<file path="src/rtl/temp_display_pkg.sv">
// Shared constants for the temperature display path: digit count, BCD width,
// converter states and the 7-segment pattern table.
package temp_display_pkg;

  localparam int NUM_DIGITS = 3;
  localparam int BCD_W      = 12;

  localparam logic [6:0] SEG_BLANK = 7'h00;

  typedef enum logic {
    CONV_IDLE,
    CONV_RUN
  } conv_state_t;

  // Active-high patterns, bit order {g,f,e,d,c,b,a}; codes 10..15 never occur.
  function automatic logic [6:0] seg_decode(input logic [3:0] digit);
    logic [6:0] pattern;
    case (digit)
      4'd0:    pattern = 7'h3F;
      4'd1:    pattern = 7'h06;
      4'd2:    pattern = 7'h5B;
      4'd3:    pattern = 7'h4F;
      4'd4:    pattern = 7'h66;
      4'd5:    pattern = 7'h6D;
      4'd6:    pattern = 7'h7D;
      4'd7:    pattern = 7'h07;
      4'd8:    pattern = 7'h7F;
      4'd9:    pattern = 7'h6F;
      default: pattern = SEG_BLANK;
    endcase
    return pattern;
  endfunction

endpackage

</file>
<file path="src/rtl/bin_to_bcd8.sv">
// Sequential 8-bit binary to 3-digit BCD converter (double dabble, one bit per clock).
module bin_to_bcd8
  import temp_display_pkg::*;
(
  input  logic             clk,
  input  logic             rst,
  input  logic [7:0]       value_in,
  input  logic             load,
  output logic             busy,
  output logic             done,
  output logic [BCD_W-1:0] bcd
);

  conv_state_t      state;
  logic [7:0]       shreg;
  logic [BCD_W-1:0] acc;
  logic [BCD_W-1:0] acc_adj;
  logic [BCD_W-1:0] acc_shift;
  logic [2:0]       bit_cnt;

  // Add-3 correction on every nibble that would overflow past 9 when doubled.
  always_comb begin
    acc_adj = acc;
    for (int i = 0; i < NUM_DIGITS; i++) begin
      if (acc[i*4 +: 4] >= 4'd5) acc_adj[i*4 +: 4] = acc[i*4 +: 4] + 4'd3;
    end
    acc_shift = (acc_adj << 1) | {{(BCD_W-1){1'b0}}, shreg[7]};
  end

  always_ff @(posedge clk) begin
    if (rst) begin
      state   <= CONV_IDLE;
      busy    <= 1'b0;
      done    <= 1'b0;
      bcd     <= '0;
      acc     <= '0;
      shreg   <= '0;
      bit_cnt <= '0;
    end else begin
      done <= 1'b0;
      case (state)
        CONV_IDLE: begin
          if (load) begin
            shreg   <= value_in;
            acc     <= '0;
            bit_cnt <= '0;
            busy    <= 1'b1;
            state   <= CONV_RUN;
          end
        end
        CONV_RUN: begin
          acc     <= acc_shift;
          shreg   <= shreg << 1;
          bit_cnt <= bit_cnt + 3'd1;
          // bcd_out only moves on the last shift, so partial digits never reach the display.
          if (bit_cnt == 3'd7) begin
            busy  <= 1'b0;
            done  <= 1'b1;
            bcd   <= acc_shift;
            state <= CONV_IDLE;
          end
        end
        default: state <= CONV_IDLE;
      endcase
    end
  end

endmodule

</file>
<file path="src/rtl/temp_display_driver.sv">
// Converts an 8-bit value to BCD and drives a multiplexed 3-digit 7-segment display
// with leading-zero blanking and optional blink.
module temp_display_driver
  import temp_display_pkg::*;
#(
  parameter int SCAN_DIV       = 50000,
  parameter int BLINK_DIV      = 25000000,
  parameter bit SEG_ACTIVE_LOW = 1'b1
) (
  input  logic             clk,
  input  logic             rst,
  input  logic [7:0]       value_in,
  input  logic             load,
  input  logic             blink_en,
  output logic             busy,
  output logic             done,
  output logic [BCD_W-1:0] bcd_out,
  output logic [6:0]       seg,
  output logic [2:0]       an
);

  localparam int SCAN_W  = $clog2(SCAN_DIV);
  localparam int BLINK_W = $clog2(BLINK_DIV);

  logic [SCAN_W-1:0]  scan_cnt;
  logic [BLINK_W-1:0] blink_cnt;
  logic [1:0]         idx;
  logic               phase;
  logic               phase_eff;
  logic [3:0]         hund, tens, ones, digit;
  logic               shown;
  logic [6:0]         seg_nxt;
  logic [2:0]         an_nxt;

  bin_to_bcd8 u_conv (
    .clk      (clk),
    .rst      (rst),
    .value_in (value_in),
    .load     (load),
    .busy     (busy),
    .done     (done),
    .bcd      (bcd_out)
  );

  always_ff @(posedge clk) begin
    if (rst) begin
      scan_cnt <= '0;
      idx      <= '0;
    end else if (scan_cnt == SCAN_W'(SCAN_DIV - 1)) begin
      scan_cnt <= '0;
      idx      <= (idx == 2'(NUM_DIGITS - 1)) ? 2'd0 : idx + 2'd1;
    end else begin
      scan_cnt <= scan_cnt + SCAN_W'(1);
    end
  end

  always_ff @(posedge clk) begin
    if (rst || !blink_en) begin
      blink_cnt <= '0;
      phase     <= 1'b1;
    end else if (blink_cnt == BLINK_W'(BLINK_DIV - 1)) begin
      blink_cnt <= '0;
      phase     <= ~phase;
    end else begin
      blink_cnt <= blink_cnt + BLINK_W'(1);
    end
  end

  // Dropping blink_en overrides the phase immediately so the scan reappears on the next edge.
  always_comb begin
    hund      = bcd_out[11:8];
    tens      = bcd_out[7:4];
    ones      = bcd_out[3:0];
    phase_eff = phase | ~blink_en;
    case (idx)
      2'd1:    begin digit = tens; shown = (hund != 4'd0) || (tens != 4'd0); end
      2'd2:    begin digit = hund; shown = (hund != 4'd0); end
      default: begin digit = ones; shown = 1'b1; end
    endcase
    seg_nxt = seg_decode(digit);
    an_nxt  = (shown && phase_eff) ? (3'b001 << idx) : 3'b000;
  end

  always_ff @(posedge clk) begin
    if (rst) begin
      seg <= {7{SEG_ACTIVE_LOW}};
      an  <= {3{SEG_ACTIVE_LOW}};
    end else begin
      seg <= seg_nxt ^ {7{SEG_ACTIVE_LOW}};
      an  <= an_nxt ^ {3{SEG_ACTIVE_LOW}};
    end
  end

endmodule
</file>
<file path="config.mk">
export PLATFORM = sky130hd
export DESIGN_NAME = temp_display_driver
export DESIGN_NICKNAME = d
export VERILOG_FILES = /design/src/rtl/temp_display_pkg.sv /design/src/rtl/bin_to_bcd8.sv /design/src/rtl/temp_display_driver.sv
export SDC_FILE = /design/constraint.sdc
export NUM_CORES = 1
export LEC_CHECK = 0
export CAP_MARGIN = 20
export CORE_MARGIN = 1.5
export CORE_UTILIZATION = 40
export DETAILED_ROUTE_END_ITERATION = 7
export DONT_BUFFER_PORTS = 1
export MAX_ROUTING_LAYER = met4
export PLACE_DENSITY = 0.54
export SETUP_SLACK_MARGIN = 0.05
export SYNTH_ARGS = -nofsm -noshare
export SYNTH_HDL_FRONTEND = slang
export SYNTH_HIERARCHICAL = 1
export SYNTH_SLANG_ARGS = --single-unit
</file>
<file path="constraint.sdc">
create_clock -name clk -period 4.3 [get_ports clk]
set_input_delay 0.86 -clock clk [delete_from_list [all_inputs] [get_ports clk]]
set_output_delay 0.86 -clock clk [all_outputs]
set_load 0.02 [all_outputs]
</file>
==> results.rst <==
.. list-table::
   :header-rows: 1

   * - Metric
     - Value
   * - Run status
     - completed
   * - Mapped Cells
     - around 480
   * - Static Leakage
     - around 1.7 nW
   * - # H-tree levels
     - 3
   * - Clock insertion delay at the later pin of the skew report
     - between 0.3 and 0.4 ns
   * - Die outline width
     - 107 µm
   * - Number of cells upsized or downsized after cts
     - 0
   * - Met2 wire length
     - slightly above 4 mm
   * - Y dimension of the die
     - between 100 and 150 µm
   * - Number of register bits inferred by synthesis
     - 92
   * - Overall die area
     - 11500 µm²
   * - Growth of design area from synthesis to finish
     - 7.80%
   * - Layout Nets
     - a little over 500
   * - Commonest cells after routing, fill and taps aside
     - dfxtp_1, nor2_1, a21oi_1, nand2_1, nand3_1
   * - WS Path Type
     - reg2reg
   * - Power per cell area
     - between 300 and 400 nW/µm²
   * - Final wirelength
     - 8.96 mm
   * - Wire length on met1
     - around 4.4 mm
   * - Site row count
     - 37
   * - Maximum fanout encountered on the critical timing path
     - 15
   * - Prevailing post-synth register cell
     - dfxtp_1
   * - Mapped Nets
     - between 500 and 600
   * - Mean post-synth cell area
     - approximately 9.1 µm²
   * - Setup slack of the most critical reg-to-reg path
     - 1.86 ns
   * - First-pass GRT wire length
     - between 15 and 20 mm
   * - Total Routing Usage GR
     - 0.172
   * - Filler cell count in the final layout
     - about 1100
   * - CTS Sinks
     - a little over 90
   * - Worst clock skew
     - 0.00879 ns
   * - Global route overflow
     - 0
   * - Stage delay of the slowest cell on the critical path
     - ~0.77 ns
   * - Post-layout instance area
     - 4700 µm²
   * - Register area share after synthesis
     - 0.422
   * - Largest voltage drop on the vdd net
     - between 0.15 and 0.2 mV
   * - Power after layout
     - about 1.6 mW
   * - Worst Setup Slack, final
     - approximately 1.9 ns
   * - DP Cell Count
     - 594
   * - Antenna violations before repair
     - 0
   * - Critical path's slowest cell
     - nor3_2
   * - Number of unique standard cell types used by synthesis
     - 54
   * - Number of buffers created by CTS
     - 9
   * - Highest routed layer
     - met4
   * - Clock tree from TritonCTS
     - done
   * - Post-Route Hold Slack
     - ~0.45 ns
   * - Number of nets with antenna violations after detailed routing
     - 0
   * - Total negative setup slack
     - 0 ns
   * - Clock period minus worst slack
     - around 2.4 ns
   * - Longest Clk Path Bufs
     - 2
   * - Post-route fraction of the period consumed by the critical path
     - 0.566
   * - Standard cell core area
     - 10500 µm²
   * - Most common library cell in the layout ignoring fill and taps
     - dfxtp_1
   * - Crit path buf inv count
     - 1
   * - Initial core utilization
     - 0.417
   * - Crit. End Element
     - register
   * - Arr. time, crit path
     - 2.63 ns
   * - Wire length per cell
     - approximately 15 µm
   * - Maximum number of pins on one net before global-route repair
     - 33
   * - Cell chain of the critical path
     - and4_1 -> nand3_1 -> nor3_2 -> buf_4 -> a211oi_1
   * - EDFF count, synth
     - 0
   * - FFs w/ async S/R, synth
     - 0
   * - RSZ-0062 raised after global routing
     - false
   * - Post-layout util
     - 0.449
   * - Number of post-CTS setup repair buffers
     - 0
   * - Routed via count
     - around 3300
   * - Hold buffers post-CTS
     - 0
   * - Category of cells accounting for the largest share of critical-path delay
     - simple AND/OR/NAND/NOR gates
   * - Final standard cell count with taps included and fillers excluded
     - about 610
   * - Final HPWL from detailed placement
     - ~6.3 mm
   * - Drt first pass iters
     - 4
   * - DRC violation total after the first TritonRoute iteration
     - 137
   * - Data required, critical path
     - 4.50 ns
   * - Max-cap violations
     - 0
   * - Layout cell share with drive strength beyond 1
     - 0.0695
   * - Number of I/O pins
     - 36
   * - Headroom to the max-slew limit
     - 0.325
   * - Clock slew at the register clock pins of the worst setup and hold paths
     - about 0.090 ns
   * - Measured slew at the worst slew-check pin
     - 1.01 ns
   * - Number of slew-limit violations in the final report
     - 0
   * - Area of placed instances
     - between 4000 and 5000 µm²
   * - Total of buffers placed on input and output ports
     - 0
   * - Setup Slack @ Placement
     - approximately 1.9 ns
   * - Total number of yosys warnings
     - 6
   * - Count of unresolved DRC violations after routing
     - 0
   * - Root Buffer
     - clkbuf_8
   * - Netlist Area Pre-Place
     - about 4400 µm²
   * - Final setup violation count
     - 0
   * - Placer Congestion
     - about 0.8
   * - Vias/cell
     - roughly 5.4
   * - Hold Crit Class
     - reg2reg
   * - Number of diodes added for antenna fixing
     - 0
   * - Startpoint kind of the worst setup timing path
     - register
   * - Met3 layer wire length in the routed design
     - 250 µm
   * - Hold Fails Final Rpt
     - 0
   * - Highest attainable clock frequency
     - approximately 0.41 GHz
   * - Via count of the first global-routing pass
     - between 3000 and 4000
layer usage:
layer / track usage / up-vias
li1: - / 1715
met1: 0.218 / 1536
met2: 0.264 / 39
met3: 0.0363 / 15
met4: 0.0799 / 0
met5: - / -
area by class of cell:
cell class,count,area [µm²],area share
tap,136,170,0.0362
inverter,16,60.1,0.0128
timing repair buffer,2,35.0,0.00745
clock inverter,4,95.1,0.0202
clock buffer,12,155,0.0330
sequential,92,1840,0.392
multi-input combinational,349,2340,0.499
worst paths after layout:
path | startpoint | end | depth (start not counted)
max | blink_cnt[2] | blink_cnt[20] | 5
min reg2reg | blink_cnt[0] | blink_cnt[0] | 1
min | blink_cnt[0] | blink_cnt[0] | 1
max reg2reg | blink_cnt[2] | blink_cnt[20] | 5
synth_stat cells (4+ instances only):
cell type | number | area share
dfxtp_1 | 92 | 0.42
o211ai_1 | 4 | 0.0069
nand2_1 | 28 | 0.024
and2_1 | 4 | 0.0057
nand2b_1 | 4 | 0.0057
nor3_1 | 19 | 0.022
nor3b_1 | 8 | 0.014
a211oi_1 | 9 | 0.015
buf_2 | 11 | 0.013
and4_1 | 4 | 0.0080
nand3_1 | 24 | 0.028
a21oi_1 | 28 | 0.032
mux2i_1 | 17 | 0.039
xor2_1 | 18 | 0.036
inv_1 | 13 | 0.011
and3_1 | 6 | 0.0086
o21ai_1 | 17 | 0.020
clkbuf_1 | 6 | 0.0052
or3_1 | 10 | 0.014
a22oi_1 | 4 | 0.0069
or4_1 | 8 | 0.014
xnor2_1 | 7 | 0.014
ha_1 | 21 | 0.060
nand4_1 | 10 | 0.014
o21ai_0 | 11 | 0.013
a211oi_2 | 4 | 0.011
o31ai_1 | 7 | 0.012
nor2_1 | 41 | 0.035
registers in the layout, indices dropped and copies added, names as in the netlist:
| register | cells |
|---|---|
| u_conv/done | 1 |
| u_conv/shreg | 8 |
| u_conv/busy | 1 |
| blink_cnt | 25 |
| u_conv/bcd | 12 |
| u_conv/state | 1 |
| idx | 2 |
| u_conv/bit_cnt | 3 |
| seg | 7 |
| phase | 1 |
| u_conv/acc | 12 |
| scan_cnt | 16 |
| an | 3 |
report_power, final:
group	internal, mW	total, mW	switching (mW)	leakage, nW
clock	0.418	0.716	0.298	0.127
sequential	0.865	0.881	0.0160	0.747
combinational	0.0198	0.0506	0.0308	0.779
worst reg2reg max path: cells and delay by family (launching register included):
family	cells	cell delay, ns
simple gates	3	1.47
flops	1	0.40
buf+inv	1	0.34
compound gates	1	0.07
kinds of logic (layout without fill, tap and decap cells):
| group | Yosys count | count (layout) | synth area share |
|---|---|---|---|
| simple gates | 184 | 184 | 0.233 |
| fa+ha+maj | 21 | 21 | 0.0602 |
| xor+xnor | 25 | 25 | 0.0502 |
| compound gates | 100 | 100 | 0.149 |
| buf+inv | 38 | 34 | 0.0402 |
| flops | 92 | 92 | 0.422 |
| mux | 19 | 19 | 0.0450 |
Power figures use the tool's default switching activity.
